--- config.mk ---
export PLATFORM = sky130hd
export DESIGN_NAME = rv32i_test_ctrl
export DESIGN_NICKNAME = d
export VERILOG_FILES = /design/src/rtl/rv32i_test_ctrl.sv
export SDC_FILE = /design/constraint.sdc
export NUM_CORES = 1
export LEC_CHECK = 0
export CELL_PAD_IN_SITES_DETAIL_PLACEMENT = 0
export CELL_PAD_IN_SITES_GLOBAL_PLACEMENT = 1
export CORE_UTILIZATION = 31
export CTS_CLUSTER_DIAMETER = 60
export CTS_CLUSTER_SIZE = 30
export DETAILED_ROUTE_END_ITERATION = 8
export HOLD_SLACK_MARGIN = 0.15
export PLACE_DENSITY = 0.84
export SKIP_LAST_GASP = 1
export SYNTH_ARGS = -nofsm -noshare
export SYNTH_HDL_FRONTEND = slang
export SYNTH_SLANG_ARGS = --single-unit
--- constraint.sdc ---
create_clock -name clk_i -period 2.65 [get_ports clk_i]
set_input_delay 0.53 -clock clk_i [delete_from_list [all_inputs] [get_ports clk_i]]
set_output_delay 0.53 -clock clk_i [all_outputs]
set_load 0.05 [all_outputs]
--- src/rtl/rv32i_test_ctrl.sv ---
// ---------------------------------------------------------------------------
// rv32i_test_ctrl
//
// Test-run controller that sits between the bench/DII harness and one or
// more rv32i harts. A start pulse holds the core(s) in reset for
// RESET_CYCLES cycles. The controller then releases them and counts run
// cycles. It records each hart's first ecall together with whether that
// hart's gp (x3) held PASS_VALUE at that moment. When the run completes,
// fails or times out, it halts the core(s) and reports an overall result.
//
// Ports
//   clk_i            clock, all state changes on the rising edge
//   rst_i            synchronous active-high reset (aborts any run)
//   start_i          single-cycle request to begin a run (IDLE/DONE only)
//   wait_all_i       1: finish when every hart has ecalled, 0: on first ecall
//   timeout_limit_i  max run cycles, 0 disables the timeout
//   ecall_i          per-hart ecall strobe
//   gp_i             per-hart x3 value, hart h at [h*XLEN +: XLEN]
//   core_rst_n_o     active-low reset to the core(s)
//   halt_o           halt request to the core(s)/DII
//   busy_o           run in progress (RESET or RUN)
//   done_o           result_o is valid
//   result_o         00 none, 01 pass, 10 fail, 11 timeout
//   hart_done_o      hart has ecalled during this run
//   hart_pass_o      hart's gp equalled PASS_VALUE at its first ecall
//   cycles_o         run-cycle count
// ---------------------------------------------------------------------------
module rv32i_test_ctrl #(
  parameter int unsigned          NUM_HARTS    = 1,
  parameter int unsigned          XLEN         = 32,
  parameter int unsigned          RESET_CYCLES = 10,
  parameter int unsigned          CNT_W        = 16,
  parameter logic [XLEN-1:0]      PASS_VALUE   = 1
) (
  input  logic                      clk_i,
  input  logic                      rst_i,
  input  logic                      start_i,
  input  logic                      wait_all_i,
  input  logic [CNT_W-1:0]          timeout_limit_i,
  input  logic [NUM_HARTS-1:0]      ecall_i,
  input  logic [NUM_HARTS*XLEN-1:0] gp_i,
  output logic                      core_rst_n_o,
  output logic                      halt_o,
  output logic                      busy_o,
  output logic                      done_o,
  output logic [1:0]                result_o,
  output logic [NUM_HARTS-1:0]      hart_done_o,
  output logic [NUM_HARTS-1:0]      hart_pass_o,
  output logic [CNT_W-1:0]          cycles_o
);

  typedef enum logic [1:0] {
    IDLE  = 2'd0,
    RESET = 2'd1,
    RUN   = 2'd2,
    DONE  = 2'd3
  } state_e;

  localparam logic [1:0] RES_NONE    = 2'b00;
  localparam logic [1:0] RES_PASS    = 2'b01;
  localparam logic [1:0] RES_FAIL    = 2'b10;
  localparam logic [1:0] RES_TIMEOUT = 2'b11;

  // The reset counter only has to reach RESET_CYCLES-1.
  localparam int unsigned      RST_W    = (RESET_CYCLES > 1) ? $clog2(RESET_CYCLES) : 1;
  localparam logic [RST_W-1:0] RST_LAST = RST_W'(RESET_CYCLES - 1);

  state_e                 state_q, state_d;
  logic [RST_W-1:0]       rstCnt_q, rstCnt_d;
  logic [CNT_W-1:0]       cycles_q, cycles_d;
  logic [CNT_W-1:0]       limit_q, limit_d;
  logic                   waitAll_q, waitAll_d;
  logic [NUM_HARTS-1:0]   hartDone_q, hartDone_d;
  logic [NUM_HARTS-1:0]   hartPass_q, hartPass_d;
  logic [1:0]             result_q, result_d;

  logic [NUM_HARTS-1:0]   gpPass;
  logic [NUM_HARTS-1:0]   newDone;
  logic [NUM_HARTS-1:0]   recDone;
  logic [NUM_HARTS-1:0]   recPass;

  // Per-hart comparison of the sampled gp against the pass value. This is
  // only meaningful on the cycle that hart's first ecall is recorded.
  always_comb begin
    gpPass = '0;
    for (int h = 0; h < int'(NUM_HARTS); h++) begin
      gpPass[h] = (gp_i[h*XLEN +: XLEN] == PASS_VALUE);
    end
  end

  // Only the first ecall per hart counts. The recorded view (recDone/recPass)
  // already includes this cycle's new ecalls. The completion check sees the
  // same state the outputs will show one edge later.
  assign newDone = ecall_i & ~hartDone_q;
  assign recDone = hartDone_q | newDone;
  assign recPass = hartPass_q | (newDone & gpPass);

  // Next-state logic. A start in IDLE or DONE clears all status and latches
  // the run configuration. RESET simply counts. RUN records ecalls and decides
  // between completion and timeout. A completing ecall takes priority over a
  // timeout that falls on the same cycle.
  always_comb begin
    state_d    = state_q;
    rstCnt_d   = rstCnt_q;
    cycles_d   = cycles_q;
    limit_d    = limit_q;
    waitAll_d  = waitAll_q;
    hartDone_d = hartDone_q;
    hartPass_d = hartPass_q;
    result_d   = result_q;

    case (state_q)
      IDLE, DONE: begin
        if (start_i) begin
          state_d    = RESET;
          rstCnt_d   = '0;
          cycles_d   = '0;
          hartDone_d = '0;
          hartPass_d = '0;
          result_d   = RES_NONE;
          waitAll_d  = wait_all_i;
          limit_d    = timeout_limit_i;
        end
      end

      RESET: begin
        if (rstCnt_q == RST_LAST) begin
          state_d = RUN;
        end else begin
          rstCnt_d = rstCnt_q + 1'b1;
        end
      end

      RUN: begin
        // Saturating count. With a nonzero limit the run ends before the
        // count can wrap, so saturation only matters with the timeout disabled.
        if (cycles_q != '1) begin
          cycles_d = cycles_q + 1'b1;
        end
        hartDone_d = recDone;
        hartPass_d = recPass;

        if (!waitAll_q && (|newDone)) begin
          state_d  = DONE;
          result_d = ((newDone & ~gpPass) == '0) ? RES_PASS : RES_FAIL;
        end else if (waitAll_q && (&recDone)) begin
          state_d  = DONE;
          result_d = (&recPass) ? RES_PASS : RES_FAIL;
        end else if ((limit_q != '0) && (cycles_q == (limit_q - 1'b1))) begin
          state_d  = DONE;
          result_d = RES_TIMEOUT;
        end
      end

      default: begin
        state_d = IDLE;
      end
    endcase
  end

  // State and status registers. A synchronous reset returns everything to
  // IDLE with cleared status, which aborts any run in progress.
  always_ff @(posedge clk_i) begin
    if (rst_i) begin
      state_q    <= IDLE;
      rstCnt_q   <= '0;
      cycles_q   <= '0;
      limit_q    <= '0;
      waitAll_q  <= 1'b0;
      hartDone_q <= '0;
      hartPass_q <= '0;
      result_q   <= RES_NONE;
    end else begin
      state_q    <= state_d;
      rstCnt_q   <= rstCnt_d;
      cycles_q   <= cycles_d;
      limit_q    <= limit_d;
      waitAll_q  <= waitAll_d;
      hartDone_q <= hartDone_d;
      hartPass_q <= hartPass_d;
      result_q   <= result_d;
    end
  end

  // Core control follows directly from the state. The core is out of reset
  // once running and stays out of reset in DONE, so its final state can be
  // inspected. It is halted whenever no run is active.
  assign core_rst_n_o = (state_q == RUN)  || (state_q == DONE);
  assign halt_o       = (state_q == IDLE) || (state_q == DONE);
  assign busy_o       = (state_q == RESET) || (state_q == RUN);
  assign done_o       = (state_q == DONE);
  assign result_o     = result_q;
  assign hart_done_o  = hartDone_q;
  assign hart_pass_o  = hartPass_q;
  assign cycles_o     = cycles_q;

endmodule

==> results.yml <==
floorplanning:
  die_w_microns: 93.3
  core_area_sq_um: 7890
  row_count: 32
  ioPinCount: 77
  die_y_microns: 93.3
  initial_core_util_pct: 32.7
  die_area_sq_um: 8700
clocking:
  htreeDepth: 2
  clockBufferDepth: 2
  post_cts_buffers: 0
  cts_made_buffers: 5
  hold_buffers: 0
  clock_latency_ns: 0.29
  cts-root-buf: "clkbuf_8"
  cts.sinks: 43
  cts_tree: "built"
  clk_pin_slew_ns: 0.08
placed_design:
  gp_congestion: 0.905
  portBuffers: 76
  dpl.cell_count: 505
  hpwl_microns: 5450
critical_path:
  slowest_stage: "clkdlybuf4s50_1"
  worstRegToRegCells: 7
  path_class: "register to output pin"
  start_kind: "register"
  slowest_delay_ns: 0.82
  critPathCaptureType: "output pin"
  cp.arrival_ns: 2.01
  worstPathRequired_ns: 2.12
  crit_family: "buffers and inverters"
  worstSetupPathDepth: 3
  crit_chain: "inv_1, ha_2, clkdlybuf4s50_1"
  critPathMaxFanout: 6
  crit_buf_inv: 2
drt:
  drtAntennaViolNets: 0
  highest_layer: "met4"
  post-route-drc-count: 0
  drt_first_pass_iters: 4
  num_vias: 2553
  wl_microns: 6790
  wl_met3_microns: 217
  dr_wl_met2_microns: 3290
  drt-vias-per-instance: 4.98
  wl_per_cell_microns: 13.2
  wl_met1_microns: 3160
  drt-initial-drc-count: 151
final_layout:
  fin_nets: 471
  mostFrequentLayoutCells: "74 x clkdlybuf4s50_1, 48 x nand2_1, 43 x dfxtp_1, 27 x nor2_1, 26 x a21oi_1"
  antenna_cells: 0
  layout_commonest_cell: "clkdlybuf4s50_1"
  nFillCells: 776
  final_cells: 513
  area_delta_synth_final_pct: 41.2
  drive_gt1_share_pct: 7.54
global_routing:
  antenna_found_initial: 0
  grt_pass1_vias: 2537
  grt-ovfl-total: 0
  grt_max_degree: 31
  grt_pass1_wl_microns: 11600
  track_usage_pct: 16.7
synth:
  yosysSeqAreaShare_pct: 33.3
  yosysWarnings: 0
  syn_area_sq_um: 2580
  synth_top_cell_area_share_pct: 33.3
  syn_area_per_cell_sq_um: 7.80
  ys_ff_latch: 43
  syn_nets: 392
  synth_edf_count: 0
  synthAdderAreaFrac_pct: 3.88
  yosys-top-cells-area: "dfxtp_1 33%, nand2_1 7.0%, xor2_1 6.4%"
  synthDistinctLibCells: 52
  synth_simple_gate_area_share_pct: 29.8
  synth_compound_area_share_pct: 15.8
  synthMuxAreaShare_pct: 1.55
  synth_top_family_by_area: "simple AND/OR/NAND/NOR gates"
  ys_async_sr_fraction_pct: 0
  synthCells: 331
  synth_xor_area_share_pct: 11.5
  synth-main-ff-cell: "dfxtp_1"
  yosys.area.top_type: "dfxtp_1"
pwr:
  switching_share_pct: 39.6
  finalPower_mw: 2.76
  combPwrFrac_pct: 47.3
  p_leak_nw: 1.32
  ir_drop_v: 0.000393
  power_frac_clock_pct: 22.1
  pwr-share-seq_pct: 30.5
  p_int_mw: 1.67
  p_switching_mw: 1.09
  p_per_area_nw_per_um2: 758
sta:
  hold_viol: 0
  slew_headroom_pct: 65.9
  timing.hold.ws_ns: 0.497
  setup_viol: 0
  fmax_mhz: 394
  slew_viol_final: 0
  finalCritPeriodShare_pct: 95.7
  setup_tns_ns: 0
  tightest_slew_ns: 0.510
  fin_skew_ns: 0.00337
  period_needed_ns: 2.54
  rsz0062_at_grt: "no"
run:
  drv_cap: 0
min_path:
  whs_path_depth: 2
  hp-class: "register to register"
run_status:
  status: "completed"
-- final timing paths --
path	endpoint	from	slack, ns
worst max-delay path	halt_o	state_q[0]	0.11
worst min-delay path	limit_q[15]	limit_q[15]	0.50
worst max register to register	result_o[0]	limit_q[2]	0.14
worst min register to register	limit_q[15]	limit_q[15]	0.50
-- what timing repair did --
action	4_1_cts	5_1_grt
endpoints found under the setup margin	0	6
hold endpoints to repair	0	0
resized for setup	0	4
-- cell usage after synthesis (4+ instances only) --
library cell and count:
dfxtp_1 43, a21oi_1 26, nand3_1 10, ha_1 8
o211ai_1 5, nand4_1 11, o21ai_0 8, or3_1 8
inv_1 12, nor4_1 10, mux2i_1 4, xnor2_1 15
nand2_1 48, nor2_1 27, clkbuf_1 11, nor3_1 18
xor2_1 19
-- final cells by class --
type / count / area (sq um) / area share, %
inverter: 12 / 45.0 / 1.24
tap: 102 / 128 / 3.50
timing repair buffer: 86 / 841 / 23.1
clock buffer: 5 / 68.8 / 1.89
multi-input combinational: 262 / 1640 / 44.9
sequential: 43 / 861 / 23.6
clock inverter: 3 / 67.6 / 1.85
-- cell families after synthesis --
| group | count (synthesis) |
|---|---|
| DFF | 43 |
| adders and majority gates | 8 |
| and+or+nand+nor | 154 |
| buffers and inverters | 26 |
| muxes | 4 |
| AOI/OAI and AO/OA | 62 |
| xor gates and xnor gates | 34 |
-- through the flow --
| stage | worst slack (ns) | cell area (sq um) | util [%] |
|---|---|---|---|
| global route | 0.000127 | 3650 | 46.2 |
| floorplan | 0.0662 | 2590 | - |
| CTS | 0.0186 | 3630 | 46.0 |
| global placement | 0.142 | 3490 | 44.3 |
| detailed placement | 0.0844 | 3490 | 44.3 |
| finish | 0.114 | 3650 | 46.2 |
-- registers in the layout, summed over array words and instances, names as in the netlist --
| signal | flops |
|---|---|
| rstCnt_q | 4 |
| result_o | 2 |
| cycles_o | 16 |
| hart_done_o | 1 |
| limit_q | 16 |
| hart_pass_o | 1 |
| waitAll_q | 1 |
| state_q | 2 |
-- per-layer routing --
metal	up-vias	GRT usage, %
met5	-	0
li1	1336	-
met2	48	28.7
met4	0	5.13
met3	8	2.76
met1	1161	21.1
-- power groups by stage --
stage | registers, mW | logic (mW) | clock network, mW
floorplan | 0.893 | 0.868 | 0
finish | 0.843 | 1.31 | 0.611
detailed placement | 0.860 | 1.30 | 0
global route | 0.862 | 1.44 | 0.654
global placement | 0.857 | 1.30 | 0
CTS | 0.845 | 1.30 | 0.621
-- worst register-to-register path: stages (launching register included) --
cell and delay [ns]:
dfxtp_1 0.36, or3_4 0.45, or3_1 0.36, a32o_1 0.26, o21a_1 0.19, or3_4 0.41
o31ai_1 0.26, o211ai_1 0.12
Power figures use the tool's default switching activity.
